===== config.mk =====
export PLATFORM = sky130hd
export DESIGN_NAME = whack_hit_scorer
export DESIGN_NICKNAME = d
export VERILOG_FILES = /design/src/rtl/whack_pkg.sv /design/src/rtl/sw_toggle_sync.sv /design/src/rtl/whack_hit_scorer.sv
export SDC_FILE = /design/constraint.sdc
export NUM_CORES = 1
export LEC_CHECK = 0
export ABC_CLOCK_PERIOD_IN_PS = 6400
export CORE_ASPECT_RATIO = 0.6
export CORE_MARGIN = 5
export CORE_UTILIZATION = 35
export DETAILED_ROUTE_END_ITERATION = 10
export DONT_BUFFER_PORTS = 1
export GPL_ROUTABILITY_DRIVEN = 0
export SYNTH_ARGS = -nofsm -noshare
export SYNTH_HDL_FRONTEND = slang
export SYNTH_SLANG_ARGS = --single-unit

===== constraint.sdc =====
create_clock -name clk -period 6.4 [get_ports clk]
set_input_delay 1.28 -clock clk [delete_from_list [all_inputs] [get_ports clk]]
set_output_delay 1.28 -clock clk [all_outputs]
set_load 0.02 [all_outputs]

===== src/rtl/whack_pkg.sv =====
// Shared types, default game constants and helpers for the whack-a-mole scorer.
package whack_pkg;

    typedef enum logic [1:0] {
        IDLE  = 2'd0,
        ROUND = 2'd1,
        OVER  = 2'd2
    } state_t;

    localparam int unsigned DEF_N_MOLES    = 8;
    localparam int unsigned DEF_SCORE_W    = 8;
    localparam int unsigned DEF_MAX_MISSES = 15;
    localparam int unsigned DEF_LEVEL_BASE = 20;
    localparam int unsigned DEF_LEVEL_STEP = 10;
    localparam int unsigned DEF_MAX_LEVEL  = 7;

    // Widest mole vector the popcount helper accepts.
    localparam int unsigned POP_MAX_W = 32;
    localparam int unsigned LEVEL_CAP = 7;

    function automatic int unsigned popcount(input logic [POP_MAX_W-1:0] v);
        int unsigned n;
        n = 0;
        for (int unsigned i = 0; i < POP_MAX_W; i++) begin
            n = n + 32'(v[i]);
        end
        return n;
    endfunction

    // Threshold chain: highest level whose score threshold has been reached.
    function automatic logic [2:0] level_of(input int unsigned s,
                                            input int unsigned base,
                                            input int unsigned step,
                                            input int unsigned max_lvl);
        logic [2:0] lvl;
        lvl = 3'd1;
        for (int unsigned i = 2; i <= LEVEL_CAP; i++) begin
            if (i <= max_lvl && s >= base + (i - 2) * step) begin
                lvl = 3'(i);
            end
        end
        return lvl;
    endfunction

endpackage


===== src/rtl/sw_toggle_sync.sv =====
// Three-flop switch synchroniser; flags a level change seen between the last two stages.
module sw_toggle_sync #(
    parameter int unsigned W = 8
) (
    input  logic         clk,
    input  logic         rst,
    input  logic [W-1:0] sw,
    output logic [W-1:0] toggle_c
);

    logic [W-1:0] s1;
    logic [W-1:0] s2;
    logic [W-1:0] s3;

    always_ff @(posedge clk or posedge rst) begin
        if (rst) begin
            s1 <= '0;
            s2 <= '0;
            s3 <= '0;
        end else begin
            s1 <= sw;
            s2 <= s1;
            s3 <= s2;
        end
    end

    assign toggle_c = s2 ^ s3;

endmodule


===== src/rtl/whack_hit_scorer.sv =====
// Game-logic stage: tracks lit moles, scores switch hits, counts misses and derives the speed level.
module whack_hit_scorer
    import whack_pkg::*;
#(
    parameter int unsigned N_MOLES    = DEF_N_MOLES,
    parameter int unsigned SCORE_W    = DEF_SCORE_W,
    parameter int unsigned MAX_MISSES = DEF_MAX_MISSES,
    parameter int unsigned LEVEL_BASE = DEF_LEVEL_BASE,
    parameter int unsigned LEVEL_STEP = DEF_LEVEL_STEP,
    parameter int unsigned MAX_LEVEL  = DEF_MAX_LEVEL
) (
    input  logic               clk,
    input  logic               rst,
    input  logic               tick,
    input  logic [N_MOLES-1:0] mole,
    input  logic [N_MOLES-1:0] sw,
    output logic [N_MOLES-1:0] mole_led,
    output logic [SCORE_W-1:0] score,
    output logic [2:0]         level,
    output logic [3:0]         misses,
    output logic               hit_pulse,
    output logic               game_over
);

    localparam int unsigned CNT_W    = $clog2(N_MOLES + 1);
    localparam int unsigned SUM_W    = ((SCORE_W > CNT_W) ? SCORE_W : CNT_W) + 1;
    localparam int unsigned MISS_W   = 4;
    localparam int unsigned MSUM_W   = ((MISS_W > CNT_W) ? MISS_W : CNT_W) + 1;

    localparam logic [SCORE_W-1:0] SCORE_MAX  = '1;
    localparam logic [MISS_W-1:0]  MISS_LIMIT = MISS_W'(MAX_MISSES);

    state_t state_q;
    state_t state_d;

    logic [N_MOLES-1:0] toggle_c;
    logic [N_MOLES-1:0] hits;
    logic [N_MOLES-1:0] left;
    logic [CNT_W-1:0]   hit_cnt;
    logic [CNT_W-1:0]   left_cnt;
    logic [SUM_W-1:0]   score_sum;
    logic [SCORE_W-1:0] score_sat;
    logic [MSUM_W-1:0]  miss_sum;
    logic [MISS_W-1:0]  miss_sat;

    logic [N_MOLES-1:0] led_d;
    logic [SCORE_W-1:0] score_d;
    logic [2:0]         level_d;
    logic [MISS_W-1:0]  misses_d;
    logic               hit_d;
    logic               over_d;

    sw_toggle_sync #(
        .W (N_MOLES)
    ) u_sync (
        .clk      (clk),
        .rst      (rst),
        .sw       (sw),
        .toggle_c (toggle_c)
    );

    // Hit and miss arithmetic, both clamped instead of wrapping.
    always_comb begin
        hits      = toggle_c & mole_led;
        left      = mole_led & ~hits;
        hit_cnt   = CNT_W'(popcount(POP_MAX_W'(hits)));
        left_cnt  = CNT_W'(popcount(POP_MAX_W'(left)));
        score_sum = SUM_W'(score) + SUM_W'(hit_cnt);
        score_sat = (score_sum > SUM_W'(SCORE_MAX)) ? SCORE_MAX : score_sum[SCORE_W-1:0];
        miss_sum  = MSUM_W'(misses) + MSUM_W'(left_cnt);
        miss_sat  = (miss_sum > MSUM_W'(MISS_LIMIT)) ? MISS_LIMIT : miss_sum[MISS_W-1:0];
    end

    always_comb begin
        level_d = level_of(32'(score), LEVEL_BASE, LEVEL_STEP, MAX_LEVEL);
    end

    // Next-state and next-value logic for the round FSM.
    always_comb begin
        state_d  = state_q;
        led_d    = mole_led;
        score_d  = score;
        misses_d = misses;
        hit_d    = 1'b0;
        over_d   = game_over;

        case (state_q)
            IDLE: begin
                if (tick) begin
                    led_d   = mole;
                    state_d = ROUND;
                end
            end
            ROUND: begin
                if (hits != '0) begin
                    led_d   = left;
                    score_d = score_sat;
                    hit_d   = 1'b1;
                end
                if (tick) begin
                    misses_d = miss_sat;
                    if (miss_sat >= MISS_LIMIT) begin
                        state_d = OVER;
                        led_d   = '0;
                        over_d  = 1'b1;
                    end else begin
                        led_d = mole;
                    end
                end
            end
            OVER: begin
                led_d  = '0;
                over_d = 1'b1;
            end
            default: begin
                state_d = IDLE;
                led_d   = '0;
            end
        endcase
    end

    always_ff @(posedge clk or posedge rst) begin
        if (rst) begin
            state_q   <= IDLE;
            mole_led  <= '0;
            score     <= '0;
            level     <= 3'd1;
            misses    <= '0;
            hit_pulse <= 1'b0;
            game_over <= 1'b0;
        end else begin
            state_q   <= state_d;
            mole_led  <= led_d;
            score     <= score_d;
            level     <= level_d;
            misses    <= misses_d;
            hit_pulse <= hit_d;
            game_over <= over_d;
        end
    end

endmodule


==> impl_table.tex <==
\begin{tabular}{lr}
\hline
Metric & Value \\
\hline
\multicolumn{2}{l}{\textbf{Placed design}} \\
DP HPWL & 4819 um \\
Placed insts & 365 \\
Port buffer count & 0 \\
\multicolumn{2}{l}{\textbf{Yosys}} \\
Total of warnings raised by yosys & 0 \\
Leading cell types by count after synthesis & 50 x sky130\_fd\_sc\_hd\_\_dfrtp\_1, 27 x sky130\_fd\_sc\_hd\_\_nand2\_1, 24 x sky130\_fd\_sc\_hd\_\_inv\_1, 13 x sky130\_fd\_sc\_hd\_\_a21oi\_1, 13 x sky130\_fd\_sc\_hd\_\_o21ai\_0 \\
Gate Count Post-Synth & 264 \\
Async S/R FF share, synth & 100.0\% \\
Most frequently used cell type in the post-synthesis netlist & sky130\_fd\_sc\_hd\_\_dfrtp\_1 \\
Post-synthesis register bit count & 51 \\
Average instance area after synthesis & 10.78 um2 \\
Syn Std Cell Area & 2845 um2 \\
Predominant post-synthesis flop cell & sky130\_fd\_sc\_hd\_\_dfrtp\_1 \\
Fraction of synthesized cell area taken by the top area cell type & 43.98\% \\
Synthesized Nets & 305 \\
Top cells by area in the synthesized netlist & sky130\_fd\_sc\_hd\_\_dfrtp\_1 44\%, sky130\_fd\_sc\_hd\_\_fa\_1 7.0\%, sky130\_fd\_sc\_hd\_\_ha\_1 5.3\%, sky130\_fd\_sc\_hd\_\_mux2\_2 4.0\%, sky130\_fd\_sc\_hd\_\_nand2\_1 3.6\% \\
Library cells used by synthesis & 47 \\
Area leader, netlist & sky130\_fd\_sc\_hd\_\_dfrtp\_1 \\
Number of enable-type register cells in the synthesized netlist & 0 \\
Sequential share of the synthesized area & 44.90\% \\
\multicolumn{2}{l}{\textbf{Worst setup path}} \\
CP required & 6.58 ns \\
Levels on crit path & 15 \\
Cell repeated most along the worst path & sky130\_fd\_sc\_hd\_\_fa\_1 \\
Worst Path Arrival & 4.94 ns \\
Ordered cell list for the critical path & xnor2\_1 > and2\_1 > inv\_1 > fa\_1 > inv\_1 > fa\_1 > inv\_1 > fa\_1 > fa\_1 > fa\_1 > mux2i\_1 > o22ai\_1 > a32oi\_4 > o32ai\_1 > mux2\_2 \\
FF-to-FF path depth & 15 \\
CP delay by family, top & adder cells \\
Type of element capturing the critical path & flop \\
Crit path largest cell delay & 0.54 ns \\
Buffering stage count on the worst path with inverters included & 3 \\
Worst R2R Setup Slack & 1.64 ns \\
Startpoint types & flop \\
Largest driver fanout on the critical path & 9 \\
Critical path origin & u\_sync.s2[0] \\
Reg2reg end & mole\_led[1] \\
Cell with the largest stage delay on the worst path & sky130\_fd\_sc\_hd\_\_fa\_1 \\
Endpoint of the most critical setup path & mole\_led[1] \\
Critical path type & flop to flop \\
Source of the worst register-to-register timing path & u\_sync.s2[0] \\
\multicolumn{2}{l}{\textbf{Final layout}} \\
Area Overhead vs Synth & 9.674\% \\
Count of inserted antenna diode cells & 0 \\
Layout Cells excl Fill & 373 \\
Final net count & 305 \\
Fraction of final layout cells sized beyond drive strength 1 & 9.811\% \\
\multicolumn{2}{l}{\textbf{STA}} \\
Min Tclk post-route & 4.764 ns \\
Maximum clock rate & 0.2099 GHz \\
Final count of hold timing violations & 0 \\
RSZ-0062 raised after global routing & no \\
Final Max Slew Viols & 0 \\
Clock skew after layout & 0.003210 ns \\
Count of final setup violators & 0 \\
Final worst hold slack & 0.3484 ns \\
Post-route clock period utilization & 74.43\% \\
Setup TNS & 0 ns \\
Slew of the pin with the lowest slew margin & 0.6422 ns \\
Remaining max-slew budget at the tightest pin & 57.19\% \\
\multicolumn{2}{l}{\textbf{Power and ir drop}} \\
Leak pwr & 1.307 nW \\
Worst IR drop on VDD & 0.0001209 V \\
Power density over the cells & 204.6 nW/um2 \\
\multicolumn{2}{l}{\textbf{Routing}} \\
Count of TritonRoute iterations in the first routing pass & 5 \\
DRC errors left & 0 \\
Via count normalized by instance count & 5.306 \\
Total number of vias & 1979 \\
DRT Wirelength & 6450 um \\
DRT antenna net count & 0 \\
Count of routing violations after the opening detailed-route iteration & 185 \\
Wire length per cell & 17.29 um \\
\multicolumn{2}{l}{\textbf{Floorplan}} \\
Die span in y & 79.84 um \\
Top-level port count & 44 \\
Initial standard-cell utilization of the core & 36.10\% \\
Die area & 10090 um2 \\
Horizontal die dimension & 126.4 um \\
Rows & 25 \\
Floorplan core area & 7883 um2 \\
\multicolumn{2}{l}{\textbf{Hold path}} \\
Hold Crit Start & u\_sync.s1[6] \\
Type of the worst min-delay path & flop to flop \\
\multicolumn{2}{l}{\textbf{Clocking}} \\
Clock latency reported for the late side of the worst-skew pair & 0.29 ns \\
TritonCTS clock tree & done \\
Number of buffers created by CTS & 5 \\
Total setup buffers inserted after CTS & 0 \\
Post-CTS sizing & 0 \\
Post-CTS clock slew at the launch and capture registers of the worst setup and hold paths & 0.07 ns \\
Total clock sinks & 51 \\
Buffer cell driving the clock tree root & sky130\_fd\_sc\_hd\_\_clkbuf\_16 \\
Largest buffer count on any clock path & 2 \\
Count of H-tree levels built during CTS & 2 \\
Hold buffers post-CTS & 0 \\
\multicolumn{2}{l}{\textbf{Global routing}} \\
Via count of the first global-routing pass & 1904 \\
Maximum number of pins on one net before global-route repair & 52 \\
Gr ovfl total & 0 \\
Initial antenna violation count & 0 \\
Global-route wire length before repair & 10590 um \\
Aggregate global-route resource usage & 13.56\% \\
\multicolumn{2}{l}{\textbf{Status}} \\
Run status & finished clean \\
\multicolumn{2}{l}{\textbf{Run}} \\
Max-cap violations & 0 \\
\hline
\end{tabular}
## layout by cell type (no fill, tap or decap), types with 5 or more instances in the layout
master,n
sky130_fd_sc_hd__xnor2_1,6
sky130_fd_sc_hd__inv_1,23
sky130_fd_sc_hd__dfrtp_1,50
sky130_fd_sc_hd__nor2b_1,7
sky130_fd_sc_hd__xor2_1,7
sky130_fd_sc_hd__nor2_1,9
sky130_fd_sc_hd__o21ai_0,13
sky130_fd_sc_hd__mux2_2,10
sky130_fd_sc_hd__ha_1,12
sky130_fd_sc_hd__fa_1,10
sky130_fd_sc_hd__nand2_1,27
sky130_fd_sc_hd__clkbuf_16,5
sky130_fd_sc_hd__a21oi_1,13
sky130_fd_sc_hd__o22ai_1,6
sky130_fd_sc_hd__a22oi_1,7
## flip-flops by register name, indices dropped and copies added (netlist names)
| signal | cells |
|---|---|
| misses | 4 |
| u_sync.s2 | 8 |
| level | 3 |
| mole_led | 8 |
| game_over | 1 |
| score | 8 |
| u_sync.s3 | 8 |
| state_q | 2 |
| hit_pulse | 1 |
| u_sync.s1 | 8 |
## metal layers
metal / up-vias / GRT usage [%] / wire [um] / part of all wire, %
met5: - / 0 / 0 / 0
li1: 930 / - / - / -
met2: 82 / 16.98 / 2482 / 38
met1: 961 / 20.80 / 3233 / 50
met3: 6 / 6.150 / 690 / 11
met4: 0 / 2.570 / 44 / 0.68
## power breakdown
| group | total [mW] | switching [mW] | internal (mW) |
|---|---|---|---|
| combinational | 0.0194 | 0.0122 | 0.00717 |
| sequential | 0.335 | 0.00460 | 0.330 |
| clock | 0.285 | 0.118 | 0.166 |
## worst register-to-register path: cells and delay by family (launching register included)
family          cells  cell delay [ns]
fa+ha+maj           5             2.50
xor+xnor            1             0.23
mux                 2             0.46
buf+inv             3             0.19
simple gates        1             0.21
compound gates      3             0.69
flops               1             0.39
## cell families (layout without fill, tap and decap cells)
family	after synthesis	in the layout	share of synthesized area, %
buffers and inverters	34	35	4.529
adder cells (fa/ha/maj)	23	23	12.66
flip-flops	51	51	44.90
multiplexers	14	14	5.365
AND/OR/NAND/NOR	60	60	10.42
AO/OA/AOI/OAI	68	68	17.55
XOR/XNOR	14	14	4.574
## per-stage QoR
| step | setup slack, ns | instance area [um2] | power (mW) | util [%] |
|---|---|---|---|---|
| floorplan | 1.982 | 2845 | 0.3560 | - |
| global placement | 1.782 | 2960 | 0.3606 | 37.56 |
| detailed placement | 1.670 | 2960 | 0.3609 | 37.56 |
| CTS | 1.636 | 3120 | 0.6464 | 39.59 |
| global route | 1.379 | 3120 | 0.6662 | 39.59 |
| finish | 1.636 | 3120 | 0.6385 | 39.59 |
## area by class of cell
| type | instances | area, um2 |
|---|---|---|
| Clock buffer | 7 | 152.6 |
| Clock inverter | 1 | 7.507 |
| Fill cell | 790 | 4762 |
| Inverter | 25 | 93.84 |
| Multi-Input combinational cell | 179 | 1439 |
| Sequential cell | 51 | 1277 |
| Tap cell | 108 | 135.1 |
| Timing Repair Buffer | 2 | 15.01 |
## worst min path at each step
stage                         endpoint  slack (ns)  depth (start not counted)
after global placement    u_sync.s2[4]        0.33                          0
final                     u_sync.s2[6]        0.35                          0
after CTS                 u_sync.s2[4]        0.35                          0
after floorplan           u_sync.s2[0]        0.33                          0
after global routing      u_sync.s2[6]        0.36                          0
after detailed placement  u_sync.s2[6]        0.33                          0
Note: power is estimated with default switching activity, not from simulation.
